## config.mk

```make
export PLATFORM = sky130hd
export DESIGN_NAME = single_port_ram_param_flat
export DESIGN_NICKNAME = d
export VERILOG_FILES = /design/src/rtl/single_port_ram_param_pkg.sv /design/src/rtl/single_port_ram_param_if.sv /design/src/rtl/single_port_ram_param_clear_fsm.sv /design/src/rtl/single_port_ram_param.sv /design/src/flat_wrapper.sv
export SDC_FILE = /design/constraint.sdc
export NUM_CORES = 1
export LEC_CHECK = 0
export ABC_CLOCK_PERIOD_IN_PS = 5170
export CAP_MARGIN = 20
export CORE_ASPECT_RATIO = 1.25
export CORE_MARGIN = 5
export CORE_UTILIZATION = 59
export CTS_CLUSTER_DIAMETER = 200
export DETAILED_ROUTE_END_ITERATION = 6
export PLACE_DENSITY = 0.86
export RECOVER_POWER = 50
export SETUP_SLACK_MARGIN = 0.3
export SYNTH_ARGS = -nofsm -noshare
export SYNTH_HDL_FRONTEND = slang
export SYNTH_SLANG_ARGS = --single-unit
```

## constraint.sdc

```tcl
create_clock -name clk -period 5.17 [get_ports clk]
set_clock_uncertainty 0.05 [all_clocks]
set_input_delay 1.2925 -clock clk [delete_from_list [all_inputs] [get_ports clk]]
set_output_delay 1.2925 -clock clk [all_outputs]
set_load 0.01 [all_outputs]
```

## src/rtl/single_port_ram_param_pkg.sv

```systemverilog
// Shared types and helpers for the parametrised single-port RAM.
// Holds the clear-sweep state encoding, read-during-write mode codes and the byte-lane merge.
package ram_pkg;

  typedef enum logic {
    CLEAR = 1'b0,
    IDLE  = 1'b1
  } ram_state_e;

  localparam int RDW_READ_FIRST  = 0;
  localparam int RDW_WRITE_FIRST = 1;

  // One byte lane of a masked write: take the new byte only where the lane is enabled.
  function automatic logic [7:0] merge_lane(input logic [7:0] old_b,
                                            input logic [7:0] new_b,
                                            input logic       en);
    return en ? new_b : old_b;
  endfunction

endpackage

```

## src/rtl/single_port_ram_param_if.sv

```systemverilog
// Request/response bundle for the single-port RAM.
// The client drives the master side; the RAM sits on the slave side.
interface single_port_ram_param_if #(
  parameter int DATA_WIDTH = 8,
  parameter int ADDR_WIDTH = 2
);
  localparam int NUM_LANES = DATA_WIDTH / 8;

  logic                  wr_en;
  logic                  rd_en;
  logic [ADDR_WIDTH-1:0] address;
  logic [DATA_WIDTH-1:0] data_in;
  logic [NUM_LANES-1:0]  byte_en;
  logic [DATA_WIDTH-1:0] data_out;
  logic                  rd_valid;
  logic                  busy;
  logic                  err;

  modport master (
    output wr_en, rd_en, address, data_in, byte_en,
    input  data_out, rd_valid, busy, err
  );

  modport slave (
    input  wr_en, rd_en, address, data_in, byte_en,
    output data_out, rd_valid, busy, err
  );

endinterface

```

## src/rtl/single_port_ram_param_clear_fsm.sv

```systemverilog
// Post-reset zero-fill sequencer: walks every word once, then parks in IDLE until reset.
// busy doubles as the sweep write strobe, so the array port sees one clear write per cycle.
module ram_clear_fsm
  import ram_pkg::*;
#(
  parameter int DEPTH          = 4,
  parameter int IDX_W          = 2,
  parameter int CLEAR_ON_RESET = 1
) (
  input  logic             clk,
  input  logic             rst_n,
  output logic             busy,
  output logic             clr_we,
  output logic [IDX_W-1:0] clr_addr
);

  localparam logic [IDX_W-1:0] LAST = IDX_W'(DEPTH - 1);

  ram_state_e       state;
  logic [IDX_W-1:0] cnt;

  always_ff @(posedge clk or negedge rst_n) begin
    if (!rst_n) begin
      state <= (CLEAR_ON_RESET != 0) ? CLEAR : IDLE;
      cnt   <= '0;
      busy  <= (CLEAR_ON_RESET != 0);
    end else begin
      case (state)
        CLEAR: begin
          if (cnt == LAST) begin
            state <= IDLE;
            busy  <= 1'b0;
            cnt   <= '0;
          end else begin
            cnt <= cnt + 1'b1;
          end
        end
        default: ;
      endcase
    end
  end

  assign clr_we   = busy;
  assign clr_addr = cnt;

endmodule

```

## src/rtl/single_port_ram_param.sv

```systemverilog
// Parametrised single-port synchronous RAM with byte-lane writes, selectable
// read-during-write behaviour, optional output register and a post-reset zero-fill sweep.
module single_port_ram_param
  import ram_pkg::*;
#(
  parameter int DATA_WIDTH     = 8,
  parameter int ADDR_WIDTH     = 2,
  parameter int DEPTH          = 4,
  parameter int RDW_MODE       = 0,
  parameter int OUT_REG        = 0,
  parameter int CLEAR_ON_RESET = 1
) (
  input logic                    clk,
  input logic                    rst_n,
  single_port_ram_param_if.slave bus
);

  localparam int NUM_LANES = DATA_WIDTH / 8;
  localparam int STAGES    = (OUT_REG != 0) ? 2 : 1;
  localparam int IDX_W     = (DEPTH > 1) ? $clog2(DEPTH) : 1;
  localparam logic [ADDR_WIDTH:0] DEPTH_W = (ADDR_WIDTH + 1)'(DEPTH);

  typedef logic [NUM_LANES-1:0][7:0] word_t;

  logic             busy, clr_we;
  logic [IDX_W-1:0] clr_addr;

  ram_clear_fsm #(
    .DEPTH          (DEPTH),
    .IDX_W          (IDX_W),
    .CLEAR_ON_RESET (CLEAR_ON_RESET)
  ) u_clr (
    .clk      (clk),
    .rst_n    (rst_n),
    .busy     (busy),
    .clr_we   (clr_we),
    .clr_addr (clr_addr)
  );

  word_t mem [DEPTH];

  logic             addr_ok, req, accept, wr_ok, rd_ok, err_d;
  logic [IDX_W-1:0] idx;
  word_t            din_w, old_word, new_word, rd_word;

  assign addr_ok = {1'b0, bus.address} < DEPTH_W;
  assign req     = bus.wr_en | bus.rd_en;
  assign accept  = req & ~busy & addr_ok;
  assign wr_ok   = accept & bus.wr_en;
  assign rd_ok   = accept & bus.rd_en;
  assign err_d   = req & ~accept;

  // Out-of-range addresses are rejected anyway; steer them to word 0 so the array read stays legal.
  assign idx      = addr_ok ? IDX_W'(bus.address) : '0;
  assign din_w    = bus.data_in;
  assign old_word = mem[idx];

  for (genvar l = 0; l < NUM_LANES; l++) begin : g_lane
    assign new_word[l] = merge_lane(old_word[l], din_w[l], bus.byte_en[l]);
  end

  assign rd_word = (RDW_MODE == RDW_WRITE_FIRST && wr_ok) ? new_word : old_word;

  // Single array write port: the sweep owns it while busy, user writes only get it afterwards.
  logic             we;
  logic [IDX_W-1:0] wa;
  word_t            wd;

  always_comb begin
    we = clr_we | wr_ok;
    wa = clr_we ? clr_addr : idx;
    wd = clr_we ? '0 : new_word;
  end

  always_ff @(posedge clk) begin
    if (we) mem[wa] <= wd;
  end

  // Read pipeline: data stages only load alongside their valid bit, so data_out holds between reads.
  logic [STAGES:0] vld_pipe;
  word_t           dat_pipe [1:STAGES];
  logic            err_q;

  assign vld_pipe[0] = rd_ok;

  always_ff @(posedge clk or negedge rst_n) begin
    if (!rst_n) begin
      vld_pipe[STAGES:1] <= '0;
      for (int s = 1; s <= STAGES; s++) dat_pipe[s] <= '0;
      err_q <= 1'b0;
    end else begin
      vld_pipe[STAGES:1] <= vld_pipe[STAGES-1:0];
      if (rd_ok) dat_pipe[1] <= rd_word;
      for (int s = 2; s <= STAGES; s++)
        if (vld_pipe[s-1]) dat_pipe[s] <= dat_pipe[s-1];
      err_q <= err_d;
    end
  end

  assign bus.data_out = dat_pipe[STAGES];
  assign bus.rd_valid = vld_pipe[STAGES];
  assign bus.busy     = busy;
  assign bus.err      = err_q;

endmodule
```

## src/flat_wrapper.sv

```systemverilog
// flat-port wrapper written by rule: the top's interface ports become plain ports
module single_port_ram_param_flat import ram_pkg::*;
#(
  parameter int DATA_WIDTH     = 8,
  parameter int ADDR_WIDTH     = 2,
  parameter int DEPTH          = 4,
  parameter int RDW_MODE       = 0,
  parameter int OUT_REG        = 0,
  parameter int CLEAR_ON_RESET = 1
)
  (clk, rst_n, bus_wr_en, bus_rd_en, bus_address, bus_data_in, bus_byte_en, bus_data_out, bus_rd_valid, bus_busy, bus_err);
  single_port_ram_param_if #(.DATA_WIDTH(DATA_WIDTH), .ADDR_WIDTH(ADDR_WIDTH)) bus_i ();
  input logic clk;
  input logic rst_n;
  input wire logic [$bits(bus_i.wr_en)-1:0] bus_wr_en;
  input wire logic [$bits(bus_i.rd_en)-1:0] bus_rd_en;
  input wire logic [$bits(bus_i.address)-1:0] bus_address;
  input wire logic [$bits(bus_i.data_in)-1:0] bus_data_in;
  input wire logic [$bits(bus_i.byte_en)-1:0] bus_byte_en;
  output wire logic [$bits(bus_i.data_out)-1:0] bus_data_out;
  output wire logic [$bits(bus_i.rd_valid)-1:0] bus_rd_valid;
  output wire logic [$bits(bus_i.busy)-1:0] bus_busy;
  output wire logic [$bits(bus_i.err)-1:0] bus_err;
  assign bus_i.wr_en = bus_wr_en;
  assign bus_i.rd_en = bus_rd_en;
  assign bus_i.address = bus_address;
  assign bus_i.data_in = bus_data_in;
  assign bus_i.byte_en = bus_byte_en;
  assign bus_data_out = bus_i.data_out;
  assign bus_rd_valid = bus_i.rd_valid;
  assign bus_busy = bus_i.busy;
  assign bus_err = bus_i.err;
  single_port_ram_param #(.DATA_WIDTH(DATA_WIDTH), .ADDR_WIDTH(ADDR_WIDTH), .DEPTH(DEPTH), .RDW_MODE(RDW_MODE), .OUT_REG(OUT_REG), .CLEAR_ON_RESET(CLEAR_ON_RESET)) u_core (.clk(clk), .rst_n(rst_n), .bus(bus_i));
endmodule
```

# Word-level counts from Yosys, hierarchy flattened
# Memories as Yosys holds them, arrays and structs flattened.
# Index checks and enable logic that the tools add are counted.
# op_classes
reduce_logical	1
bitwise_logic	9
eq_ne	1
n_mux	8
add_sub_neg	1
# ops
operator	count
2-to-1 mux 8 bit	2
AND 1 bit	4
2-to-1 mux 1 bit	4
2-to-1 mux 2 bit	2
NOT 1 bit	3
adder 2 x 1 -> 2 bit, second input constant	1
== test 2 bit, second input constant	1
OR 1 bit	2
AND reduction 2 bit	1
# totals
mem_count	1
out_inout_bits	11
register_bits	14
mem_bits_rw	32
wordCells	27
# mem_list
name	words	width	rd	rd_clocked_by_memory_dff	write_ports	line_no	rtl
u_core.mem	4	8	1	0	1	single_port_ram_param.sv:40	word_t mem [DEPTH];

# Logic depth before layout (Yosys ltp)
# Gate-level depths: netlist (run 1).
# depth
depth_word	6
depth_mapped	4
mapped_depth_nobuf	3

# Hierarchy
# A second synthesis (run 1) with hierarchy kept.
# unflattened
cells_unflattened	125
area_unflattened_um2	2119.5
# modules_own_cells
module	area_each_um2	n_inst	cells_each	seq_area_each_um2
single_port_ram_param	1954.4	1	113	1211.2
ram_clear_fsm	165.2	1	12	101.3

# Least setup slack after synthesis (run 1)
# OpenSTA, ideal clock, no wires.
# synth_path
kind	input-to-reg
startpoint	input bus_address[0]
endpoint	memory u_core.mem[1][0] in the netlist's numbering (enable)
path_stages	4
required_ps	4732
n_path_buf	2
setup_slack_ps	2267
arrival_time_ps	2466
cell_sequence	buf_6 -> buf_2 -> nand2_1 -> o32ai_1
# synth_via
elab_chain_len	1
# synth_lines
item	line_no	rtl
start: declaration	flat_wrapper.sv:17	input wire logic [$bits(bus_i.address)-1:0] bus_address;
2-to-1 mux 2 bit	single_port_ram_param.sv:71	wa = clr_we ? clr_addr : idx;
end: declaration	single_port_ram_param.sv:40	
# Every way passes these cells.

# Final worst setup path (run 1)
# layout_path
startpoint	input bus_address[0]
endpoint	register u_core.dat_pipe (netlist bit u_core.bus.data_out[3])
# layout_via
elab_chain_len	1
# layout_lines
item	line_no	rtl
memory read (4 x 8 bit)	n/a	
end signal: indexed assignment	single_port_ram_param.sv:95	if (vld_pipe[s-1]) dat_pipe[s] <= dat_pipe[s-1];
end: declaration	single_port_ram_param.sv:81	word_t dat_pipe [1:STAGES];
# Every way passes these cells.
# A chain may end at the register's enable or synchronous reset.

==> metrics, run 1 <==
Synth async-reset ratio 0.3043; cells after synthesis between 100 and 150; Root Buffer clkbuf_8; vias in the first global route roughly 1300; Avg Inst Size Synth about 17 µm²; Post-Place Cells roughly 180; GR Overflow Total 0; dominant cell type by area after synthesis edfxtp_1; H-tree levels 2; global-route wire length before repair roughly 6600 µm; worst rel slew slack -0.1513; Critical Path AT about 4200 ps; Setup TNS 0 ps; Hold WC Path Type reg2reg; Routability Congestion between 0.7 and 0.8; first drt pass iteration count 4; Clock Pin Slew Worst Setup and Hold Paths 80 ps; largest net degree at the start of global routing 25; violated checks max-capacitance violations, max-slew violations; hold-fix buffers at CTS 0; Synth Register Bits between 40 and 50; Achievable Freq about 0.25 GHz; share of the synthesized area in the top cell type 0.4563; Layout area overhead 17.17%; fin crit share 0.7846; clock tree sinks 46; R2R cell count 3; Mapped Nets about 140; total length of routed wires approximately 4000 µm; status complete, but fails checks; worst-path maximum fanout 24; cts repair resizes 0; endpoints failing setup 0; clock latency at the later pin of the worst-skew pair around 300 ps; max-cap violations 1; top post-synthesis cells by area edfxtp_1 46%, dfrtp_1 15%, mux4_2 8.6%, mux2i_1 7.6%, mux2_4 5.7%; Crit. End Element register; total die area 4871 µm²; top_reg_cell synth edfxtp_1; routed vias between 1000 and 1500; Clock Path Buffers 2; Final Max Tran Viols 25; die height 76.80 µm; clock buffer count from CTS 5; commonest non-fill, non-tap cells in the layout 32 x edfxtp_1, 16 x mux2i_1, 15 x dlygate4sd3_1; global-route total usage across every layer 0.1761; starting DRC count in detailed routing 72; initial antenna violation count 0; Min-Delay Path Depth 1; Residual DRC 0; Tmin final 4056 ps; routed len/inst ~21 µm; layout cells sized above 1 0.1548; setup repair bufs after CTS 0; most common cell after layout, fill and taps aside edfxtp_1; DRT antenna net count 0; Final #Nets 170; Final Hold Violating Endpoints 0; CTS tree done; leakage between 0.9 and 1 nW; synth warn 0; row count 24; chip width roughly 63 µm; HPWL Detailed 2935 µm; num ports 26; Worst-Margin Slew 1727 ps; Max VDD drop ~340 µV; sequential area share after synthesis 0.6233; IO buf count 25; RSZ-0062 raised after global routing no; Unique masters post-synth 27; Worst setup SP type input pin; critical path type in2reg; pwr/cell area 312.8 nW/µm²; Initial Utilization 0.6045; Antenna Diode Count 0; Req. time, crit path between 5000 and 6000 ps; Core ar. 3483 µm²; Post-synth EDFFs 32; Non-Filler Instances roughly 190; Vias/cell about 6.3; synthesized area 2106 µm²
[logic make-up after synthesis]
logic type                 after synthesis  synth area share
buffers and inverters                   11           0.02674
DFF                                     46            0.6233
muxes                                   33            0.2240
adders and majority gates                1          0.005941
AOI/OAI and AO/OA                       15           0.05526
and+or+nand+nor                         21           0.06477
[through the flow]
step	setup WS [ps]	instance area [µm²]	util	hold WS [ps]	power (mW)
global route	929.3	2467	0.7083	479.6	0.8024
detailed placement	1338	2375	0.6818	448.3	0.5311
global placement	1527	2360	0.6774	444.3	0.5252
finish	1114	2467	0.7083	440.3	0.7719
CTS	1659	2484	0.7130	471.6	0.7864
floorplan	2267	2106	-	446.0	0.4872
[flip-flops by register name, indices dropped and copies added, names as in the netlist]
register               count
u_core.bus.data_out        8
u_core.bus.err             1
u_core.bus.rd_valid        1
u_core.mem                32
u_core.u_clr.busy          1
u_core.u_clr.clr_addr      2
u_core.u_clr.state         1
[where the power goes]
group / internal [mW] / switching (mW) / total (mW)
Combinational: 0.0469 / 0.0416 / 0.0885
Clock: 0.142 / 0.116 / 0.258
Sequential: 0.417 / 0.00804 / 0.425
Total: 0.606 / 0.166 / 0.772
[Yosys cell counts, types with 2 or more instances]
library cell and number:
buf_2 6, clkbuf_1 3, dfrtp_1 13, edfxtp_1 32, mux2_4 8, mux2i_1 16, mux4_2 8, nand2_1 3
nand3_1 2, nand3b_1 10, o21ai_0 3, o221ai_1 8
[final cells by class]
| cell class | count | area [µm²] |
|---|---|---|
| Inverter | 1 | 3.754 |
| Clock inverter | 3 | 40.04 |
| Timing Repair Buffer | 30 | 275.3 |
| Tap cell | 39 | 48.80 |
| Sequential cell | 46 | 1313 |
| Clock buffer | 5 | 68.82 |
| Multi-Input combinational cell | 70 | 718.2 |
| Fill cell | 241 | 1016 |
[worst max-delay path, cell delays in order]
cell           delay, ps
dlygate4sd3_1        650
clkbuf_1            1280
mux4_2               640
mux2_1               310
[path summary, 6_finish.rpt]
check / startpoint / end / slack (ps)
hold reg to reg: u_core.bus.data_out[0]$_DFFE_PN0P_ / u_core.bus.data_out[0]$_DFFE_PN0P_ / 440
setup / recovery: bus_address[0] / u_core.bus.data_out[3]$_DFFE_PN0P_ / 1110
min in group asynchronous: rst_n / u_core.bus.data_out[4]$_DFFE_PN0P_ / 1410
setup reg to reg: u_core.u_clr.busy$_DFFE_PN1P_ / u_core.mem[1][6]$_DFFE_PP_ / 3180
max in group asynchronous: rst_n / u_core.bus.err$_DFF_PN0_ / 3240
hold / removal: u_core.bus.data_out[0]$_DFFE_PN0P_ / u_core.bus.data_out[0]$_DFFE_PN0P_ / 440
[metal layers]
layer | track usage | vias to the layer above | part of all wire
met5 | 0 | - | 0
li1 | - | 564 | -
met3 | 0.03509 | 4 | 0.040
met2 | 0.3059 | 40 | 0.54
met1 | 0.2147 | 605 | 0.41
met4 | 0.06237 | 0 | 0.012
Note: power is estimated with default switching activity, not from simulation.
==> run 2, diff against run 1 <==
ABC_CLOCK_PERIOD_IN_PS = 4000   (was 5170)
CORE_UTILIZATION = 54   (was 59)
PLACE_DENSITY = 0.8   (was 0.86)
clock period = 4 ns   (was 5.17 ns; I/O delays follow)
==> metrics, run 2 (synthesized netlist as in run 1, its figures left out) <==
total length of routed wires 4268 µm (was 4056 µm); Hold WC Path Type reg2reg (unchanged); cts repair resizes 0 (unchanged); commonest non-fill, non-tap cells in the layout 32 x edfxtp_1, 16 x mux2i_1, 14 x dlygate4sd3_1 (was 32 x edfxtp_1, 16 x mux2i_1, 15 x dlygate4sd3_1); clock buffer count from CTS 5 (unchanged); Post-Place Cells 202 (was 184); global-route total usage across every layer 0.1766 (was 0.1761); routed vias 1280 (was 1213); Post-DP Area 2416 µm² (was 2375 µm²); Clock Pin Slew Worst Setup and Hold Paths 80 ps (about the same); Max VDD drop 292.9 µV (was 336.9 µV); R2R cell count 2 (was 3); Tmin final 3247 ps; IO buf count 25 (unchanged); leakage 0.9188 nW (was 0.9357 nW); RSZ-0062 raised after global routing no (unchanged); Worst setup SP type input pin (unchanged); DP Worst Slack 826.5 ps (was 1338 ps); H-tree levels 2 (unchanged); Setup TNS 0 ps (unchanged); Final #Nets 171 (was 170); Req. time, crit path 4140 ps (was 5300 ps); Non-Filler Instances 210 (was 194); CTS tree done (unchanged); layout cells sized above 1 0.1410 (was 0.1548); Top Usage Layer GRT met2 (unchanged); global-route wire length before repair 6713 µm (was 6555 µm); first drt pass iteration count 4 (unchanged); Core ar. 3785 µm² (was 3483 µm²); grt met2 use 0.2808 (was 0.3059); Top reg by flops u_core.mem (unchanged); Min-Delay Path Depth 1 (unchanged); HPWL Detailed 3079 µm (was 2935 µm); clock latency at the later pin of the worst-skew pair 300 ps (about the same); Vias/cell 6.095 (was 6.253); pwr/cell area 378.4 nW/µm² (was 312.8 nW/µm²); clock tree sinks 46 (unchanged); Critical Path AT 3390 ps (was 4180 ps); Crit. End Element register (unchanged); max-cap violations 0 (was 1); total power 0.9336 mW (was 0.7719 mW); setup slack, reg-to-reg 2000 ps (was 3180 ps); Initial Utilization 0.5564 (was 0.6045); routed len/inst 20.32 µm (was 20.91 µm); row count 25 (was 24); GR Overflow Total 0 (unchanged); initial antenna violation count 0 (unchanged); Routability Congestion 0.7463 (was 0.7550); Layout area overhead 17.17% (unchanged); Final Hold Violating Endpoints 0 (unchanged); met1 Use GR 0.2192 (was 0.2147); starting DRC count in detailed routing 85 (was 72); DRT antenna net count 0 (unchanged); num ports 26 (unchanged); setup repair bufs after CTS 0 (unchanged); total die area 5256 µm² (was 4871 µm²); Largest register FFs 32 (unchanged); critical path type in2reg (unchanged); Achievable Freq just over 0.3 GHz; M3 GR Usage 0.06197 (was 0.03509); worst-path maximum fanout 14 (was 24); Root Buffer clkbuf_8 (unchanged); hold-fix buffers at CTS 0 (unchanged); status completed (was complete, but fails checks); vias in the first global route 1297 (was 1263); Clock Path Buffers 2 (unchanged); endpoints failing setup 0 (unchanged); Antenna Diode Count 0 (unchanged); design area 2467 µm² (unchanged); final setup margin 752.9 ps (was 1114 ps); worst rel slew slack 0.3331 (was -0.1513); largest net degree at the start of global routing 23 (was 25); Residual DRC 0 (unchanged); chip width 65.86 µm (was 63.44 µm); die height 79.82 µm (was 76.80 µm); most common cell after layout, fill and taps aside edfxtp_1 (unchanged); Final Max Tran Viols 0 (was 25); fin crit share 0.8118; Worst-Margin Slew 1000 ps (was 1727 ps)
[run 2: area by class of cell]
class	instances	area, µm²
sequential	46	1313
inverter	1	3.754
timing repair buffer	31	284.0
tap	54	67.56
clock inverter	2	8.758
fill	282	1318
clock buffer	6	72.57
multi-input combinational	70	718.2
[run 2: final timing paths]
kind | from | to
max | bus_address[0] | u_core.bus.data_out[4]$_DFFE_PN0P_
min | u_core.bus.data_out[4]$_DFFE_PN0P_ | u_core.bus.data_out[4]$_DFFE_PN0P_
max reg2reg | u_core.u_clr.busy$_DFFE_PN1P_ | u_core.mem[3][3]$_DFFE_PP_
min reg2reg | u_core.bus.data_out[4]$_DFFE_PN0P_ | u_core.bus.data_out[4]$_DFFE_PN0P_
max in group asynchronous | rst_n | u_core.u_clr.state$_DFF_PN0_
min in group asynchronous | rst_n | u_core.bus.data_out[1]$_DFFE_PN0P_
[run 2: per-layer routing]
| metal | up-vias | wire length [µm] |
|---|---|---|
| met3 | 6 | 373 |
| met1 | 644 | 1688 |
| met4 | 0 | 51 |
| met2 | 71 | 2154 |
| li1 | 559 | - |
| met5 | - | 0 |
[run 2: power by group]
part           switching [mW]  internal [mW]  leakage (nW)  total, mW
sequential             0.0110          0.539         0.463      0.550
combinational          0.0554         0.0605         0.413      0.116
clock                   0.148          0.120        0.0426      0.268
total                   0.214          0.720         0.919      0.934
[run 2: critical path: stages]
cell and delay [ps]:
dlygate4sd3_1 680, clkbuf_1 780, mux4_2 620, mux2_1 300
[run 2: metrics by stage]
| stage | hold slack [ps] | util |
|---|---|---|
| 2_1_floorplan | 446.0 | - |
| 3_3_place_gp | 447.7 | 0.6383 |
| 3_5_place_dp | 445.1 | 0.6383 |
| 4_1_cts | 468.8 | 0.6598 |
| 5_1_grt | 469.1 | 0.6519 |
| 6_report | 436.1 | 0.6519 |
==> run 3, diff against run 2 <==
ABC_CLOCK_PERIOD_IN_PS = 2700   (was 4000)
CORE_UTILIZATION = 49   (was 54)
PLACE_DENSITY = 0.77   (was 0.8)
clock period = 2.7 ns   (was 4 ns; I/O delays follow)
==> metrics, run 3 (synthesized netlist as in run 1, its figures left out) <==
Layout area overhead 19.07% (was 17.17%); chip width 68.64 µm (was 65.86 µm); Residual DRC 0 (unchanged); Critical Path Stages 4 (unchanged); setup slack, reg-to-reg 890 ps (was 2000 ps); endpoints failing setup 0 (unchanged); Crit. End Element register (unchanged); Final Hold Violating Endpoints 0 (unchanged); Req. time, crit path 2830 ps (was 4140 ps); total power 1.382 mW (was 0.9336 mW); final setup margin 306.5 ps (was 752.9 ps); Largest register FFs 32 (unchanged); first drt pass iteration count 4 (unchanged); H-tree levels 2 (unchanged); Setup TNS 0 ps (unchanged); slowest cell on the critical path mux4_2 (was clkbuf_1); largest net degree at the start of global routing 29 (was 23); Antenna Diode Count 0 (unchanged); most common cell after layout, fill and taps aside edfxtp_1 (unchanged); global-route total usage across every layer 0.1635 (was 0.1766); IO buf count 25 (unchanged); max-cap violations 0 (unchanged); routed length on met2 2248 µm (was 2154 µm); Vias/cell 5.917 (was 6.095); Worst setup SP type input pin (unchanged); CTS tree done (unchanged); setup repair bufs after CTS 0 (unchanged); CP delay by family, top buffers and inverters (unchanged); total die area 5717 µm² (was 5256 µm²); worst-path maximum fanout 28 (was 14); total length of routed wires 4276 µm (was 4268 µm); crit-path cells dlygate4sd3_1 > clkbuf_4 > mux4_2 > mux2_1 (was dlygate4sd3_1 > clkbuf_1 > mux4_2 > mux2_1); starting DRC count in detailed routing 113 (was 85); Clock Path Buffers 2 (unchanged); die height 83.30 µm (was 79.82 µm); DRT antenna net count 0 (unchanged); Min-Delay Path Depth 1 (unchanged); RSZ-0062 raised after global routing no (unchanged); leakage 0.9371 nW (was 0.9188 nW); Critical Path Max Stage Delay 570 ps (was 780 ps); commonest non-fill, non-tap cells in the layout 32 x edfxtp_1, 16 x mux2i_1, 13 x dlygate4sd3_1, 13 x dfrtp_1, 12 x clkdlybuf4s50_1 (was 32 x edfxtp_1, 16 x mux2i_1, 14 x dlygate4sd3_1); clock latency at the later pin of the worst-skew pair 300 ps (about the same); Final #Nets 177 (was 171); Worst-Margin Slew 743.2 ps (was 1000 ps); vias in the first global route 1370 (was 1297); met3 wire length 228 µm (was 373 µm); row count 26 (was 25); routed len/inst 19.61 µm (was 20.32 µm); Clock Pin Slew Worst Setup and Hold Paths 70 ps (was 80 ps); Filler cells 335 (was 282); Hold WC Path Type reg2reg (unchanged); GR Overflow Total 0 (unchanged); Achievable Freq between 0.4 and 0.5 GHz; Top reg by flops u_core.mem (unchanged); layout cells sized above 1 0.1605 (was 0.1410); pwr/cell area 551.0 nW/µm² (was 378.4 nW/µm²); wl on met1 1734 µm (was 1688 µm); routed vias 1290 (was 1280); initial antenna violation count 0 (unchanged); Routability Congestion 0.7505 (was 0.7463); Tmin final roughly 2400 ps; HPWL Detailed 3082 µm (was 3079 µm); top layer in use met4 (unchanged); DP Worst Slack 194.1 ps (was 826.5 ps); Final Max Tran Viols 0 (unchanged); Bufs and invs on worst path 2 (unchanged); Max VDD drop 313.9 µV (was 292.9 µV); Critical Path AT 2520 ps (was 3390 ps); status completed (unchanged); Core ar. 4131 µm² (was 3785 µm²); R2R cell count 2 (unchanged); num ports 26 (unchanged); Initial Utilization 0.5097 (was 0.5564); Root Buffer clkbuf_8 (unchanged); clock tree sinks 46 (unchanged); worst rel slew slack 0.5029 (was 0.3331); critical path type in2reg (unchanged); fin crit share 0.8865; clock buffer count from CTS 5 (unchanged); global-route wire length before repair 6913 µm (was 6713 µm)
run 3: cell types whose count changed in the layout (fill, tap and decap cells not counted), sizes merged:
| cell | change |
|---|---|
| clkbuf | +2 |
| dlygate4sd3 | -1 |
| buf | +4 |
| clkdlybuf4s50 | +1 |
run 3: area by class of cell:
class / count / area (µm²) / share of cell area
Timing Repair Buffer: 37 / 325.3 / 0.1297
Sequential cell: 46 / 1316 / 0.5250
Clock buffer: 6 / 72.57 / 0.02894
Clock inverter: 2 / 8.758 / 0.003493
Tap cell: 56 / 70.07 / 0.02794
Inverter: 1 / 3.754 / 0.001497
Multi-Input combinational cell: 70 / 710.7 / 0.2834
run 3: metal layers:
layer	global-route usage	up-vias
li1	-	573
met1	0.2005	664
met2	0.2719	45
met3	0.03649	8
met4	0.06148	0
met5	0	-
run 3: path summary, 6_finish.rpt:
path | from | end
max | bus_address[0] | u_core.bus.data_out[0]$_DFFE_PN0P_
min | u_core.bus.data_out[2]$_DFFE_PN0P_ | u_core.bus.data_out[2]$_DFFE_PN0P_
max reg2reg | u_core.u_clr.busy$_DFFE_PN1P_ | u_core.mem[0][7]$_DFFE_PP_
min reg2reg | u_core.bus.data_out[2]$_DFFE_PN0P_ | u_core.bus.data_out[2]$_DFFE_PN0P_
max in group asynchronous | rst_n | u_core.bus.rd_valid$_DFF_PN0_
min in group asynchronous | rst_n | u_core.bus.data_out[6]$_DFFE_PN0P_
run 3: what timing repair did:
action	in CTS	in global routing
setup endpoints to repair	1	0
resized for setup	1	0
hold buffers	0	0
run 3: report_power, final:
part | switching [mW] | internal (mW)
combinational | 0.0815 | 0.0904
clock | 0.218 | 0.178
sequential | 0.0151 | 0.798
run 3: metrics by stage:
step,utilization,hold WS [ps],instance area [µm²],cells
after floorplan,-,329.4,2106,127
after global placement,0.5993,444.9,2476,210
after detailed placement,0.5993,452.0,2476,210
after CTS,0.6199,473.1,2561,218
after global routing,0.6069,470.1,2507,218
final,0.6069,440.5,2507,218
